File: config.mk
export PLATFORM = sky130hd
export DESIGN_NAME = sat_counter
export DESIGN_NICKNAME = d
export VERILOG_FILES = /design/src/rtl/phase_pattern_checker_sat_counter.sv
export SDC_FILE = /design/constraint.sdc
export NUM_CORES = 1
export LEC_CHECK = 0
export CAP_MARGIN = 25
export CORE_AREA = 2 2 39 41
export DETAILED_ROUTE_END_ITERATION = 16
export DIE_AREA = 0 0 41 43
export DONT_BUFFER_PORTS = 1
export REMOVE_ABC_BUFFERS = 1
export SYNTH_ARGS = -nofsm -noshare
export SYNTH_HDL_FRONTEND = slang
export SYNTH_SLANG_ARGS = --single-unit
export TNS_END_PERCENT = 20
File: constraint.sdc
create_clock -name clk -period 1.4 [get_ports clk]
set_input_delay 0.28 -clock clk [delete_from_list [all_inputs] [get_ports clk]]
set_output_delay 0.28 -clock clk [all_outputs]
set_load 0.05 [all_outputs]
File: src/rtl/phase_pattern_checker_sat_counter.sv
// Saturating up-counter with synchronous clear.
//   clk, rst : clock and synchronous active-high reset
//   inc      : count up by one (holds at all-ones)
//   clr      : zero the count; takes priority over inc
//   cnt      : current count
module sat_counter #(
    parameter int W = 8
) (
    input  logic         clk,
    input  logic         rst,
    input  logic         inc,
    input  logic         clr,
    output logic [W-1:0] cnt
);

    logic [W-1:0] cnt_reg;

    always_ff @(posedge clk) begin
        if (rst || clr) begin
            cnt_reg <= '0;
        end else if (inc && (cnt_reg != {W{1'b1}})) begin
            cnt_reg <= cnt_reg + {{(W-1){1'b0}}, 1'b1};
        end
    end

    assign cnt = cnt_reg;

endmodule

# --- After elaboration in Yosys (flattened, before gate mapping) ---
# Cells that the tools add are included.
op_classes:
  add_sub_neg: 1
  n_reduce_logical: 2
  n_eq_ne: 1
ops:
  columns: ["cell", "count"]
  rows:
  - ["$add 8x1->8 const B", 1]
  - ["$ne 8x8->1 const B", 1]
  - ["$logic_and 1x1->1", 1]
  - ["$logic_or 1x1->1", 1]
totals:
  inputBits: 4
  word_cells: 5
  output_inout_bits: 8
  regBits: 8

# --- Depth between registers and ports, before layout ---
depth:
  word_depth: 2
  depth_mapped: 4
  ltp_nobuf: 4

# --- Least setup slack after synthesis ---
# OpenSTA, ideal clock, no wires.
synth_path:
  kind: "register to register"
  start: "register cnt_reg[0], in the netlist cnt[0]"
  end: "register cnt_reg[6], in the netlist cnt[6]"
  t_required_ps: 1285
  arrival_time_ps: 1639
  path_buffers: 0
  stages_incl_launch_ff: 5
  setup_ps: 115
  path_slack_ps: -354
  synth_period_minus_slack_ps: 1754
  cell_sequence: "dfxtp_1 -> ha_1 -> nand3_1 -> or4_1 -> and3_1"
synth_via:
  elab_chain_len: 2
  elab_cells_between_ends: 3
  cone_classes: "add/sub: 1; eq/ne: 1; reduce/logical: 1"
synth_lines:
  columns: ["item", "line", "text"]
  rows:
  - ["start: declaration", "16", "logic [W-1:0] cnt_reg;"]
  - ["start signal: assignment", "22", "cnt_reg <= cnt_reg + {{(W-1){1'b0}}, 1'b1};"]
  - ["branches (longest 2 deep; another with $add 8x1->8)", null, null]
# Parallel ways; which one is timed is not known.
# A chain may end at the register's enable or synchronous reset.

# --- Worst setup path in the final report ---
# Same ends and word-level chain as after synthesis.

==> flow_summary.json <==
{
  "dr.pass1.iters": 4,
  "critical_path_class": "reg2reg",
  "hpwlAfterDp_um": 716,
  "vias": 402,
  "grt_pass1_wl_um": 1480,
  "finalHoldViolations": 0,
  "synth_edf_count": 0,
  "numCtsBuffers": 3,
  "dp.cells": 74,
  "cts_tree": "done",
  "fin_cells": 77,
  "ys.flop_type": "dfxtp_1",
  "syn-cell-area_um2": 422,
  "drtIter0Drc": 9,
  "setup_tns_ps": 0,
  "final-setup-viol-count": 0,
  "yosys_warnings": 0,
  "run_status": "finished, final reports clean",
  "irDropWorstVdd_mv": 0.350,
  "crit_path_end_kind": "flop",
  "nets": 68,
  "critPathMaxFanout": 3,
  "cts_sinks": 8,
  "grt_usage_pct": 12.7,
  "gp_congestion": 0.824,
  "multi_input_area_um2": 253,
  "syn_to_final_growth_pct": 28.8,
  "yosysUniqueCellTypes": 23,
  "max_slew_margin_pct": 81.9,
  "antenna_found_initial": 0,
  "period_share_pct": 92.8,
  "regArea_um2": 161,
  "grt-busiest-layer": "met2",
  "ctsHoldBuffers": 0,
  "async_flop_share_pct": 0,
  "die-area_mm2": 0.00176,
  "ys_seq_area_share_pct": 38.0,
  "row_count": 14,
  "synth-seq-cells": 8,
  "n_antenna_cell": 0,
  "min_path_type": "in2reg",
  "required_ps": 1550,
  "grt_max_degree": 9,
  "clk_pin_slew_ps": 50,
  "cts_root_buf": "clkbuf_4",
  "fmax_ghz": 0.770,
  "die_h_um": 43,
  "mostFrequentLayoutCell": "buf_4",
  "globalRouteMet3Util_pct": 9.95,
  "grt_pass1_vias": 379,
  "power.density_mw_per_mm2": 803,
  "worst_slew_pin_slew_ps": 269,
  "start_util_pct": 30.5,
  "startpoint_type": "flop",
  "avgSynthCellArea_um2": 8.78,
  "drc": 0,
  "clock_skew_ps": 0.342,
  "p_leak_nw": 0.230,
  "slew_viol_final": 0,
  "hold_slack_ps": 97.5,
  "totalWireLength_um": 885,
  "ant_nets": 0,
  "gr-total-overflow": 0,
  "arrival_ps": 1450,
  "die_x_um": 41,
  "clockBufferDepth": 2,
  "io_buffer_count": 0,
  "post-route-min-period_ps": 1300,
  "maxCapViolCount": 0,
  "fillers": 144,
  "synth_cells": 48,
  "rsz0062_at_grt": "false",
  "grt_util_met1_pct": 14.3,
  "cts_max_level": 1,
  "io_pins": 12,
  "via_per_inst": 5.22,
  "drive_gt1_share_pct": 31.1,
  "coreArea_mm2": 0.00138,
  "postCtsSetupBuffers": 0,
  "grtUsageMet2_pct": 18.8,
  "layout_common_cells": "buf_4, nand2_1, dfxtp_1, a21oi_1, mux2i_1",
  "wl_per_cell_um": 11.5,
  "largest_register_ffs": 8,
  "clk_latency_ps": 250
}
-- layer usage --
| layer | routed length [µm] | part of all wire [%] | vias to the layer above |
|---|---|---|---|
| met1 | 410 | 46 | 186 |
| met5 | 0 | 0 | - |
| met3 | 59 | 6.7 | 0 |
| met2 | 415 | 47 | 9 |
| met4 | 0 | 0 | 0 |
| li1 | - | - | 207 |
-- power breakdown --
part           internal (mW)  switching (mW)
registers              0.230         0.00136
logic                 0.0111          0.0151
clock network         0.0982          0.0803
total                  0.339          0.0968
-- worst max-delay path, cell delays in order, from the launching register on --
cell and delay (ps):
dfxtp_1 340, ha_1 180, nand3_1 100, or4_1 390
and3_1 180
-- cell usage after synthesis (2+ instances only) --
| cell | count | area (µm²) |
|---|---|---|
| dfxtp_1 | 8 | 160 |
| nand2_1 | 7 | 26.3 |
| a21oi_1 | 5 | 25.0 |
| mux2i_1 | 4 | 40.0 |
| and3_1 | 2 | 12.5 |
| and3b_1 | 2 | 17.5 |
| nand3_1 | 2 | 10.0 |
| nand4_1 | 2 | 12.5 |
| or3_1 | 2 | 12.5 |
-- logic make-up (layout without fill, tap and decap cells) --
kind of cell    after synthesis  in the layout  share of synthesized area, %
flops                         8              8                          38.0
simple gates                 24             24                          33.8
compound gates                9              9                          13.6
fa+ha+maj                     1              1                          2.97
buf+inv                       2             15                          2.08
mux                           4              4                          9.50
-- final cells by class --
type / instances / share of cell area [%]
clock buffer: 3 / 4.15
inverter: 1 / 0.691
multi-input combinational: 38 / 46.5
sequential: 8 / 29.7
tap: 16 / 3.69
timing repair buffer: 11 / 15.2
-- per-stage QoR --
step / instance area (µm²) / setup slack [ps] / power (mW) / utilization [%]
floorplan: 417 / -354 / 0.255 / -
global placement: 519 / 99.9 / 0.263 / 37.5
detailed placement: 519 / 77.7 / 0.263 / 37.5
CTS: 542 / 71.1 / 0.447 / 39.2
global route: 543 / 5.82 / 0.461 / 39.2
finish: 543 / 101 / 0.436 / 39.2
-- final timing paths --
kind         cells after the start                start             endpoint  slack, ps
max                              4  cnt[0]$_SDFFE_PP0P_  cnt[6]$_SDFFE_PP0P_        100
min                              1                  clr  cnt[2]$_SDFFE_PP0P_        100
max reg2reg                      4  cnt[0]$_SDFFE_PP0P_  cnt[6]$_SDFFE_PP0P_        100
min reg2reg                      2  cnt[1]$_SDFFE_PP0P_  cnt[1]$_SDFFE_PP0P_        470
-- repair_timing --
action                     4_1_cts  5_1_grt
hold endpoints to repair         0        0
gates resized for setup          0        1
setup endpoints to repair        0        1
Note: power is estimated with default switching activity, not from simulation.
